--- src/rtl/uart_tx_arbiter_pkg.sv ---
// Shared definitions for the UART transmit arbiter: FSM encoding,
// transmit FIFO status bit positions and default burst length.
package uart_tx_arbiter_pkg;

  typedef enum logic {
    ST_IDLE = 1'b0,
    ST_XFER = 1'b1
  } arb_state_t;

  localparam int EMPTY_BIT     = 0;
  localparam int FULL_BIT      = 1;
  localparam int MAX_BURST_DEF = 16;
  localparam int GRANT_W       = 2;
  localparam int BEAT_CNT_W    = 8;

endpackage

--- src/rtl/uart_tx_arbiter_rr_pick.sv ---
// Combinational round-robin picker: scans from last_grant+1 upward
// (wrapping) and reports the first requester with valid set.
module rr_pick #(
  parameter int NUM_REQ = 3
) (
  input  logic [NUM_REQ-1:0] i_valid,
  input  logic [1:0]         i_last_grant,
  output logic [1:0]         o_winner,
  output logic               o_any_valid
);

  // Walk the candidates in priority order; the first valid one wins.
  always_comb begin
    o_winner    = '0;
    o_any_valid = 1'b0;
    for (int k = 1; k <= NUM_REQ; k++) begin
      for (int j = 0; j < NUM_REQ; j++) begin
        if (!o_any_valid && i_valid[j] &&
            (j == ((int'(i_last_grant) + k) % NUM_REQ))) begin
          o_winner    = 2'(j);
          o_any_valid = 1'b1;
        end
      end
    end
  end

endmodule

--- src/rtl/uart_tx_arbiter.sv ---
// Round-robin arbiter letting NUM_REQ byte sources share one UART
// transmit FIFO write port. A grant is held until the holder's last
// byte or until MAX_BURST beats, with one idle cycle between grants.
module uart_tx_arbiter
  import uart_tx_arbiter_pkg::*;
#(
  parameter int NUM_REQ    = 3,
  parameter int DATA_WIDTH = 8,
  parameter int MAX_BURST  = MAX_BURST_DEF
) (
  input  logic                          clk,
  input  logic                          reset,
  input  logic                          enable,
  input  logic [NUM_REQ-1:0]            req_valid,
  input  logic [NUM_REQ*DATA_WIDTH-1:0] req_data,
  input  logic [NUM_REQ-1:0]            req_last,
  output logic [NUM_REQ-1:0]            req_ready,
  output logic [DATA_WIDTH-1:0]         fwdata,
  output logic                          fwrite,
  input  logic [3:0]                    fwstatus,
  output logic [GRANT_W-1:0]            grant_id,
  output logic                          busy
);

  localparam logic [BEAT_CNT_W-1:0] BURST_LAST = BEAT_CNT_W'(MAX_BURST - 1);

  arb_state_t              r_state;
  arb_state_t              w_state_nxt;
  logic [GRANT_W-1:0]      r_grant_id;
  logic [GRANT_W-1:0]      r_last_grant;
  logic [BEAT_CNT_W-1:0]   r_beat_cnt;

  logic [GRANT_W-1:0]      w_winner;
  logic                    w_any_valid;
  logic                    w_sel_valid;
  logic                    w_sel_last;
  logic [DATA_WIDTH-1:0]   w_sel_data;
  logic                    w_full;
  logic                    w_hold;
  logic                    w_accept;
  logic                    w_release;
  logic                    w_grant;
  logic                    w_unused_status;

  rr_pick #(
    .NUM_REQ(NUM_REQ)
  ) u_rr_pick (
    .i_valid      (req_valid),
    .i_last_grant (r_last_grant),
    .o_winner     (w_winner),
    .o_any_valid  (w_any_valid)
  );

  // Only the full flag throttles writes; empty and the upper bits are informational.
  assign w_unused_status = ^{fwstatus[3:2], fwstatus[EMPTY_BIT]};
  assign w_full          = fwstatus[FULL_BIT];

  // Route the current holder's valid/last/data onto the shared path.
  always_comb begin
    w_sel_valid = 1'b0;
    w_sel_last  = 1'b0;
    w_sel_data  = '0;
    for (int i = 0; i < NUM_REQ; i++) begin
      if (r_grant_id == GRANT_W'(i)) begin
        w_sel_valid = req_valid[i];
        w_sel_last  = req_last[i];
        w_sel_data  = req_data[i*DATA_WIDTH +: DATA_WIDTH];
      end
    end
  end

  // Reset wins immediately: a hold being torn down must not write the FIFO.
  assign w_hold    = (r_state == ST_XFER) && !reset;
  assign w_accept  = w_hold && !w_full && w_sel_valid;
  assign w_release = w_accept && (w_sel_last || (r_beat_cnt == BURST_LAST));
  assign w_grant   = (r_state == ST_IDLE) && enable && w_any_valid;

  // Ready goes only to the holder, and only while the FIFO has room.
  always_comb begin
    req_ready = '0;
    if (w_hold && !w_full) begin
      for (int i = 0; i < NUM_REQ; i++) begin
        if (r_grant_id == GRANT_W'(i)) begin
          req_ready[i] = 1'b1;
        end
      end
    end
  end

  assign fwrite   = w_accept;
  assign fwdata   = w_hold ? w_sel_data : '0;
  assign busy     = (r_state == ST_XFER);
  assign grant_id = r_grant_id;

  // Next-state logic: grant out of IDLE, release on last or burst limit.
  always_comb begin
    w_state_nxt = r_state;
    case (r_state)
      ST_IDLE: if (w_grant)   w_state_nxt = ST_XFER;
      ST_XFER: if (w_release) w_state_nxt = ST_IDLE;
      default:                w_state_nxt = ST_IDLE;
    endcase
  end

  // State register.
  always_ff @(posedge clk) begin
    if (reset) begin
      r_state <= ST_IDLE;
    end else begin
      r_state <= w_state_nxt;
    end
  end

  // Grant bookkeeping: latch winner, count beats, remember who last held.
  always_ff @(posedge clk) begin
    if (reset) begin
      r_grant_id   <= '0;
      r_last_grant <= GRANT_W'(NUM_REQ - 1);
      r_beat_cnt   <= '0;
    end else begin
      if (w_grant) begin
        r_grant_id <= w_winner;
        r_beat_cnt <= '0;
      end else if (w_accept) begin
        r_beat_cnt <= r_beat_cnt + 1'b1;
      end
      if (w_release) begin
        r_last_grant <= r_grant_id;
      end
    end
  end

endmodule

--- config.mk ---
export PLATFORM = sky130hd
export DESIGN_NAME = uart_tx_arbiter
export DESIGN_NICKNAME = d
export VERILOG_FILES = /design/src/rtl/uart_tx_arbiter_pkg.sv /design/src/rtl/uart_tx_arbiter_rr_pick.sv /design/src/rtl/uart_tx_arbiter.sv
export SDC_FILE = /design/constraint.sdc
export NUM_CORES = 1
export LEC_CHECK = 0
export ABC_CLOCK_PERIOD_IN_PS = 3100
export CAP_MARGIN = 20
export CELL_PAD_IN_SITES_DETAIL_PLACEMENT = 0
export CELL_PAD_IN_SITES_GLOBAL_PLACEMENT = 2
export CORE_ASPECT_RATIO = 1.1
export CORE_MARGIN = 8
export CORE_UTILIZATION = 21
export CTS_BUF_LIST = sky130_fd_sc_hd__clkbuf_4
export DETAILED_ROUTE_END_ITERATION = 8
export HOLD_SLACK_MARGIN = 0.15
export PLACE_DENSITY = 0.77
export SYNTH_ARGS = -nofsm -noshare
export SYNTH_HDL_FRONTEND = slang
export SYNTH_HIERARCHICAL = 1
export SYNTH_SLANG_ARGS = --single-unit
--- constraint.sdc ---
create_clock -name clk -period 3.1 [get_ports clk]
set_input_delay 0.93 -clock clk [delete_from_list [all_inputs] [get_ports clk]]
set_output_delay 0.93 -clock clk [all_outputs]
set_load 0.01 [all_outputs]
### Word level (Yosys, flattened, before mapping)

Cells that the tools add are included.

| storage, ports and cells | value |
|---|---|
| input port bits | 37 |
| output and inout port bits | 15 |
| bits in registers | 13 |
| word-level logic and storage cells | 94 |

| cells by class | value |
|---|---|
| equal/unequal tests | 9 |
| divide/modulo/power cells | 3 |
| reduce and logical (&&, ||, !) cells | 39 |
| $add $sub $neg | 4 |
| bitwise logic cells | 1 |
| multiplexer cells | 34 |

Operators by type and width:

| operator | count |
|---|---|
| 2-bit by 32-bit == test with 1-bit output (first input constant) | 3 |
| 3-bit by 32-bit == test with 1-bit output (first input constant) | 3 |
| 32-bit logical NOT | 3 |
| 32-bit by 3-bit remainder unit with 32-bit output (second input constant) | 3 |
| 8-bit 2-to-1 mux | 4 |
| 1-bit logical AND | 23 |
| 1-bit 2-to-1 mux | 21 |
| 2-bit 2-to-1 mux | 7 |
| 1-bit logical NOT | 10 |
| 8-bit by 1-bit adder with 8-bit output (second input constant) | 1 |
| 8-bit by 4-bit == test with 1-bit output (second input constant) | 1 |
| 2-bit by 2-bit adder with 3-bit output (second input constant) | 2 |
| 2-bit by 1-bit adder with 3-bit output (second input constant) | 1 |
| 3-bit 2-to-1 mux | 1 |
| 2-bit by 1-bit == test with 1-bit output (second input constant) | 1 |
| 2-bit == test (second input constant) | 1 |
| 2-bit logical NOT | 1 |
| 1-bit one-hot mux with 2 select lines | 1 |
| 2-bit OR reduction | 1 |
| 1-bit logical OR | 1 |
| 1-bit inverter | 1 |

### Longest topological paths before layout

Gate-level depths: netlist of the first run.

| depth | value |
|---|---|
| depth in word-level cells | 40 |
| mapped depth | 9 |
| depth with buffers taken out | 8 |

### Cells and area by module

Netlist of the first run, hierarchy kept.

By module, submodules not included:

| module | times used | area an instance (um^2) | cells each |
|---|---|---|---|
| uart_tx_arbiter | 1 | 938.4 | 125 |
| rr_pick | 1 | 106.4 | 16 |

### Worst setup path after synthesis of the first run

OpenSTA, ideal clock, no wires.

| timing path | value |
|---|---|
| path kind | input-to-output |
| start | input reset |
| end | output req_ready[2] |
| slack | 0.141 ns |
| cell stages on the path | 5 |
| data required time | 2.170 ns |
| buffers on the path | 3 |
| arrival | 2.029 ns |
| cells stage by stage | buf_6 > or3b_1 > clkbuf_2 > buf_2 > nor3b_1 |

| between the ends | value |
|---|---|
| cells in the longest elaborated chain, start to end | 4 |

RTL lines:

| item | line | RTL |
|---|---|---|
| from (decl) | uart_tx_arbiter.sv:12 | `input logic reset,` |
| 1-bit logical NOT | uart_tx_arbiter.sv:73 | `assign w_hold = (r_state == ST_XFER) && !reset;` |
| 1-bit logical AND | uart_tx_arbiter.sv:73 |  |
| 1-bit logical AND | uart_tx_arbiter.sv:81 | `if (w_hold && !w_full) begin` |
| 3-bit 2-to-1 mux | uart_tx_arbiter.sv:81 |  |
| to (decl) | uart_tx_arbiter.sv:17 | `output logic [NUM_REQ-1:0] req_ready,` |

Every way passes these cells.

### Final worst setup path of the first run

| timing path | value |
|---|---|
| start | input fwstatus[1] |
| end | output req_ready[1] |

| between the ends | value |
|---|---|
| cells in the longest elaborated chain, start to end | 3 |

RTL lines:

| item | line | RTL |
|---|---|---|
| from (decl) | uart_tx_arbiter.sv:20 | `input logic [3:0] fwstatus,` |
| 1-bit logical NOT | uart_tx_arbiter.sv:81 |  |
| 1-bit logical AND | uart_tx_arbiter.sv:81 |  |
| 3-bit 2-to-1 mux | uart_tx_arbiter.sv:81 |  |

Every way passes these cells.

==> metrics.md, run 1 <==
| Metric | Value |
|---|---|
| CP Class | input pin to output pin |
| DP HPWL | approximately 2700 um |
| CTS Sinks | 13 |
| Cell taking the most area after synthesis | dfxtp_1 |
| RD Place Congestion | 0.7467 |
| Max cap viols | 0 |
| Slew @ Worst Pin | 0.5738 ns |
| Layout cell share with drive strength beyond 1 | 11.40% |
| Largest stage delay on the critical path | approximately 0.41 ns |
| PD cells | 252.2 nW/um^2 |
| Async set-reset flop share out of synthesis | 0% |
| Post-layout nets | 234 |
| Switching share of total power | 27.26% |
| Sw power | 0.1133 mW |
| Hold_buf cts | 0 |
| GRT Overall Usage | 9.083% |
| Clock root buffer | clkbuf_4 |
| Ports | 52 |
| Max-slew violations | 0 |
| Port buffer count | 48 |
| Antenna violations before repair | 0 |
| Vias in the first global route | between 1000 and 1500 |
| Post-synth cell types | 37 |
| Largest net degree at the start of global routing | 19 |
| Crit path DAT | ~2.1 ns |
| Num rows | 27 |
| First DRT Iteration DRCs | 76 |
| Max VDD drop | 88.05 uV |
| Critical Path Fanout Max | 4 |
| CTS buffer count | 3 |
| WL/cell | approximately 13 um |
| Routed wire length | 3347 um |
| RSZ-0062 raised after global routing | false |
| H-tree depth | 1 |
| Clock Latency Late Sink | 0.28 ns |
| Syn Area/Cell | 7.410 um^2 |
| Core area | 4898 um^2 |
| Final Hold Viols | 0 |
| CTS tree | done |
| Synthesized flop and latch total | 13 |
| Req. time, crit path | between 2 and 2.5 ns |
| Crit path max-delay family | simple AND/OR/NAND/NOR gates |
| Final setup fails | 0 |
| CP cell instances | dlygate4sd2_1, or3b_4, buf_6, nor3b_4, buf_2 |
| Largest cells by area after synthesis | dfxtp_1, mux2i_1, nor2_1 |
| Worst Hold Class | flip-flop to flip-flop |
| Design internal power | approximately 0.3 mW |
| TritonRoute pass-1 iters | 4 |
| P&R area growth vs syn | 57.72% |
| Synth Flop Type | dfxtp_1 |
| Syn Inst Count | around 140 |
| Synthesized cell area | ~1000 um^2 |
| # fillers | between 500 and 600 |
| Fin crit period | 3.010 ns |
| Critical path capture point type | output pin |
| # diodes | 0 |
| Clock Skew | slightly above 0.003 ns |
| Worst-path clk slew | about 0.080 ns |
| Combinational Power Share | 30.8% |
| Share of the yosys chip area belonging to registers | 24.91% |
| Bufs and invs on worst path | 3 |
| Initial Utilization | 21.33% |
| Number of synthesized flops with an enable pin | 0 |
| Total number of vias | 1202 |
| Count leader, synth | nor2_1 |
| Crit-path slowest cell | or3b_4 |
| Syn_nets | 181 |
| Layout Utilization | 33.64% |
| Die area | 7490 um^2 |
| Residual DRC count | 0 |
| Yosys top cell area share | between 20% and 30% |
| Clk buf depth | 2 |
| Static leakage | around 0.68 nW |
| Worst slew margin | between 60% and 70% |
| Register share of total power | 41.6% |
| Max Clk Rate | 0.3322 GHz |
| Antenna Nets Post-Route | 0 |
| First-pass GRT wire length | 5954 um |
| Total grt overflow | 0 |
| DIE HEIGHT | roughly 90 um |
| Die W | 83.25 um |
| Post-synth top cells | nor2_1, mux2i_1, a21oi_1, dfxtp_1 |
| Clock power frac | between 20% and 30% |
| Nature of the critical path startpoint | input pin |
| Status | complete, no violations |
| Setup TNS | 0 ns |
| Period utilization | 97.09% |
| Synth warnings | 6 |
| Number of vias per cell | 4.789 |
## area by class of cell
type                    count  area (um^2)  share of cell area [%]
multi-input cells         110        716.9                   43.51
repair buffers             59        541.8                   32.88
flip-flops and latches     13        260.3                   15.79
well taps                  58        72.57                   4.404
clock buffers               4        30.03                   1.822
inverters                   7        26.28                   1.595
## cell usage in the layout, fill, tap and decap left out, types with 2 or more instances in the layout
| cell | count |
|---|---|
| dfxtp_1 | 13 |
| nor3_1 | 5 |
| inv_1 | 7 |
| clkdlybuf4s50_1 | 33 |
| o21ai_0 | 5 |
| nand2b_1 | 3 |
| ha_1 | 3 |
| clkbuf_4 | 4 |
| and2_1 | 2 |
| dlygate4sd2_1 | 12 |
| or3_1 | 2 |
| buf_4 | 10 |
| nor2_1 | 24 |
| o32ai_1 | 2 |
| nand3_1 | 4 |
| mux2i_1 | 16 |
| a21oi_1 | 14 |
| nand2_1 | 7 |
| or4_1 | 4 |
| o31ai_1 | 3 |
## worst register-to-register path, cell delays in order, from the launching register on
cell and delay [ns]:
dfxtp_1 0.36, inv_1 0.05, ha_1 0.31, nor3_1 0.34, nor2_1 0.11, and3b_1 0.27, or2_2 0.35, a21oi_1 0.13
## state kept, by name (all words and copies together) (netlist names)
register	count
r_beat_cnt	8
busy	1
r_last_grant	2
grant_id	2
## through the flow
stage / setup slack, ns / instance area, um^2 / instances / hold slack (ns) / total power, mW
6_report: 0.09006 / 1648 / 251 / 0.4921 / 0.4156
5_1_grt: 0.01221 / 1648 / 251 / 0.5210 / 0.4421
4_1_cts: 0.01372 / 1648 / 251 / 0.5045 / 0.4206
3_5_place_dp: -0.5493 / 1615 / 246 / 0.4848 / 0.3069
3_3_place_gp: -0.5281 / 1615 / 246 / 0.4617 / 0.3056
2_1_floorplan: 0.1405 / 1045 / 141 / 0.4459 / 0.2326
## layer usage
metal,routed length [um],vias up,global-route usage (%)
met4,72,0,3.959
met1,1404,542,9.731
li1,-,606,-
met3,239,8,2.798
met5,0,-,0
met2,1631,46,15.90
## final timing paths
kind,startpoint,endpoint,slack (ns),depth (start not counted)
setup / recovery,fwstatus[1],req_ready[1],0.09,5
hold / removal,r_beat_cnt[7]$_SDFFE_PP0P_,r_beat_cnt[7]$_SDFFE_PP0P_,0.49,2
setup reg to reg,r_last_grant[0]$_SDFFE_PP0P_,r_beat_cnt[0]$_SDFFE_PP0P_,1.11,7
hold reg to reg,r_beat_cnt[7]$_SDFFE_PP0P_,r_beat_cnt[7]$_SDFFE_PP0P_,0.49,2
## power groups by stage
stage,Clock [mW],Sequential [mW],Combinational [mW]
floorplan,0,0.176,0.0564
global placement,0,0.176,0.130
detailed placement,0,0.176,0.131
CTS,0.119,0.173,0.129
global route,0.127,0.174,0.141
finish,0.115,0.173,0.128
## timing repair
action                                 in CTS  in global routing
gates cloned                                0                  0
resized for setup                          23                  3
setup endpoints to repair                  12                  2
buffers inserted                            1                  0
endpoints found under the hold margin       0                  0
pin swaps                                   2                  2
## cells by family after synthesis
| logic type | share of synthesized area (%) |
|---|---|
| buffers and inverters | 8.024 |
| adders and majority gates | 3.593 |
| DFF | 24.91 |
| and+or+nand+nor | 30.66 |
| AOI/OAI and AO/OA | 17.49 |
| muxes | 15.33 |
Note: power is estimated with default switching activity, not from simulation.
==> run 2, diff against run 1 <==
--- a/config.mk
+++ b/config.mk
@@ -10,7 +10,7 @@
 export CELL_PAD_IN_SITES_DETAIL_PLACEMENT = 0
 export CELL_PAD_IN_SITES_GLOBAL_PLACEMENT = 2
 export CORE_ASPECT_RATIO = 1.1
-export CORE_MARGIN = 8
+export CORE_MARGIN = 4
 export CORE_UTILIZATION = 21
 export CTS_BUF_LIST = sky130_fd_sc_hd__clkbuf_4
 export DETAILED_ROUTE_END_ITERATION = 8
==> run 2 against run 1 <==
Net effect: clock skew up 0.00060 ns; maximum frequency down 0.42%; first-iteration DRC count down 21%; global-route usage up 1.5 points; flip-flop and latch count unchanged; die area down 18%; wire length down 5.6%; critical path depth down 1; critical endpoint is now req_ready[2].
==> metrics.md, run 2 (synthesis results as in run 1) <==
| Metric | Value |
|---|---|
| Status | complete, no violations |
| Max VDD drop | 100.7 uV (+14%) |
| Nature of the critical path startpoint | input pin |
| Critical Path Most Common Cell | dlygate4sd2_1 |
| GRT Overall Usage | 10.61% (+1.5 points) |
| Fin crit period | 3.023 ns (+0.01266 ns) |
| Worst Hold Depth | 2 (unchanged) |
| Die W | 75.25 um (-9.6%) |
| CP cell instances | dlygate4sd2_1, or3b_4, nor3b_2, dlygate4sd2_1 |
| Largest register FFs | 8 (unchanged) |
| Max-slew violations | 0 (unchanged) |
| Register share of total power | 42.1% (+0.5 points) |
| Final setup fails | 0 (unchanged) |
| Reg2reg start | busy$_SDFF_PP0_ |
| Design internal power | 0.3025 mW (about the same) |
| Core area | 4717 um^2 (-3.7%) |
| Worst Hold End | r_beat_cnt[7]$_SDFFE_PP0P_ |
| Period utilization | 97.50% (+0.41 points) |
| Clock Latency Late Sink | 0.27 ns (about the same) |
| Pre-CTS WS | -0.5527 ns (-0.003420 ns) |
| DIE HEIGHT | 81.98 um (-8.9%) |
| CP Class | input pin to output pin |
| Die area | 6169 um^2 (-18%) |
| Routed wire length | 3158 um (-5.6%) |
| Switching share of total power | 26.74% (-0.51 points) |
| Most frequent cells in the layout | clkdlybuf4s50_1, nor2_1, mux2i_1 |
| Antenna violations before repair | 1 (+1) |
| Largest net degree at the start of global routing | 13 (-6) |
| Crit path max-delay family | simple AND/OR/NAND/NOR gates |
| Total grt overflow | 0 (unchanged) |
| First-pass GRT wire length | 5154 um (-13%) |
| PD cells | 249.4 nW/um^2 (-1.1%) |
| Bufs and invs on worst path | 2 (-1) |
| Critical Path Fanout Max | 7 (+3) |
| Clock root buffer | clkbuf_4 |
| Layout Utilization | 35.09% (+1.5 points) |
| Port buffer count | 48 (unchanged) |
| Hold_sp | r_beat_cnt[7]$_SDFFE_PP0P_ |
| Clk buf depth | 2 (unchanged) |
| Slew @ Worst Pin | 0.4922 ns (-0.08161 ns) |
| P&R area growth vs syn | 58.44% |
| WL/cell | 12.58 um (-5.6%) |
| Largest stage delay on the critical path | 0.45 ns (+0.04 ns) |
| Max Clk Rate | 0.3308 GHz (-0.42%) |
| Num rows | 26 (-3.7%) |
| CTS Sinks | 13 (unchanged) |
| Worst-path clk slew | 0.07 ns (about the same) |
| Worst Hold Class | flip-flop to flip-flop |
| Reg2Reg Depth | 5 (-2) |
| Sw power | 0.1104 mW (-2.5%) |
| Most common cell after layout, fill and taps aside | clkdlybuf4s50_1 |
| Worst reg2reg setup slack | 1.18 ns (+0.07 ns) |
| Initial Utilization | 22.15% (+0.82 points) |
| Residual DRC count | 0 (unchanged) |
| Final Hold Viols | 0 (unchanged) |
| TritonRoute pass-1 iters | 4 (unchanged) |
| Static leakage | 0.6828 nW (+0.66%) |
| Req. time, crit path | 2.17 ns (about the same) |
| Critical path capture point type | output pin |
| Crit path DAT | 2.09 ns (about the same) |
| Clock Skew | 0.003681 ns (+0.0005976 ns) |
| Clock power frac | 27.1% (-0.6 points) |
| Hold_buf cts | 0 (unchanged) |
| Setup ws final | 0.07740 ns (-0.01266 ns) |
| CTS buffer count | 3 (unchanged) |
| CTS tree | done |
| RR Endpoint | r_beat_cnt[4]$_SDFFE_PP0P_ |
| Worst slew margin | 66.84% (+5.2 points) |
| # fillers | 489 (-3.7%) |
| Total number of vias | 1192 (-0.83%) |
| Crit-path slowest cell | or3b_4 |
| First DRT Iteration DRCs | 60 (-21%) |
| Vias in the first global route | 1174 (-13%) |
| Max cap viols | 0 (unchanged) |
| RD Place Congestion | 0.7232 (-3.1%) |
| Number of vias per cell | 4.749 (-0.83%) |
| Post-layout nets | 235 (+0.43%) |
| Layout cell share with drive strength beyond 1 | 11.86% (+0.46 points) |
| Ports | 52 (unchanged) |
| Largest Register | r_beat_cnt |
| RSZ-0062 raised after global routing | false |
| DP HPWL | 2590 um (-5.3%) |
| Combinational Power Share | 30.8% (about the same) |
| Antenna Nets Post-Route | 0 (unchanged) |
| H-tree depth | 1 (unchanged) |
[run 2: worst max path at each step]
stage	from	endpoint	slack, ns	depth (start not counted)
after floorplan	reset	req_ready[2]	0.14	5
after global placement	reset	req_ready[2]	-0.57	4
after detailed placement	reset	req_ready[1]	-0.55	4
after CTS	fwstatus[1]	req_ready[2]	0.04	4
after global routing	fwstatus[1]	req_ready[2]	0.007	4
final	fwstatus[1]	req_ready[2]	0.08	4
[run 2: metrics by stage]
step,hold slack (ns),cells,area (um^2),TNS (ns),power [mW]
after detailed placement,0.4676,244,1613,-5.497,0.3069
after CTS,0.4791,250,1647,0,0.4180
after floorplan,0.4459,141,1045,0,0.2326
final,0.4762,251,1655,0,0.4129
after global routing,0.5178,251,1655,0,0.4364
after global placement,0.4549,244,1613,-5.496,0.3060
[run 2: worst reg2reg max path: cells and delay by family, from the launching register on]
family	cells	cell delay, ns
and+or+nand+nor	2	0.97
DFF	1	0.44
buffers and inverters	2	0.31
AOI/OAI and AO/OA	1	0.15
[run 2: final cells by class]
| cell class | count | area [um^2] | share of cell area [%] |
|---|---|---|---|
| clock buffer | 4 | 30.03 | 1.814 |
| antenna | 1 | 2.502 | 0.1512 |
| sequential | 13 | 260.3 | 15.72 |
| inverter | 7 | 26.28 | 1.587 |
| timing repair buffer | 60 | 550.5 | 33.26 |
| tap | 56 | 70.07 | 4.233 |
| multi-input combinational | 110 | 715.7 | 43.23 |
[run 2: timing repair]
item | CTS | global route
buffers inserted | 2 | 0
resized for setup | 20 | 2
gates cloned | 0 | 0
pin swaps | 2 | 0
setup endpoints to repair | 12 | 2
[run 2: layer usage]
layer	wire [um]	global-route usage [%]	up-vias
li1	-	-	609
met1	1317	11.83	536
met2	1549	18.99	45
met3	283	3.305	2
met4	7	3.322	0
met5	0	0	-
[run 2: power by group through the flow]
stage               Sequential, mW  Clock, mW  Combinational [mW]
global placement             0.177          0               0.129
global route                 0.174      0.123               0.139
floorplan                    0.176          0              0.0564
CTS                          0.174      0.116               0.128
detailed placement           0.177          0               0.130
finish                       0.174      0.112               0.127
==> run 3, diff against run 2 <==
--- a/config.mk
+++ b/config.mk
@@ -5,6 +5,7 @@
 export SDC_FILE = /design/constraint.sdc
 export NUM_CORES = 1
 export LEC_CHECK = 0
+export ABC_AREA = 0
 export ABC_CLOCK_PERIOD_IN_PS = 3100
 export CAP_MARGIN = 20
 export CELL_PAD_IN_SITES_DETAIL_PLACEMENT = 0
==> results of run 3 <==
The final DEF is identical to that of run 2; final timing and power are the same.
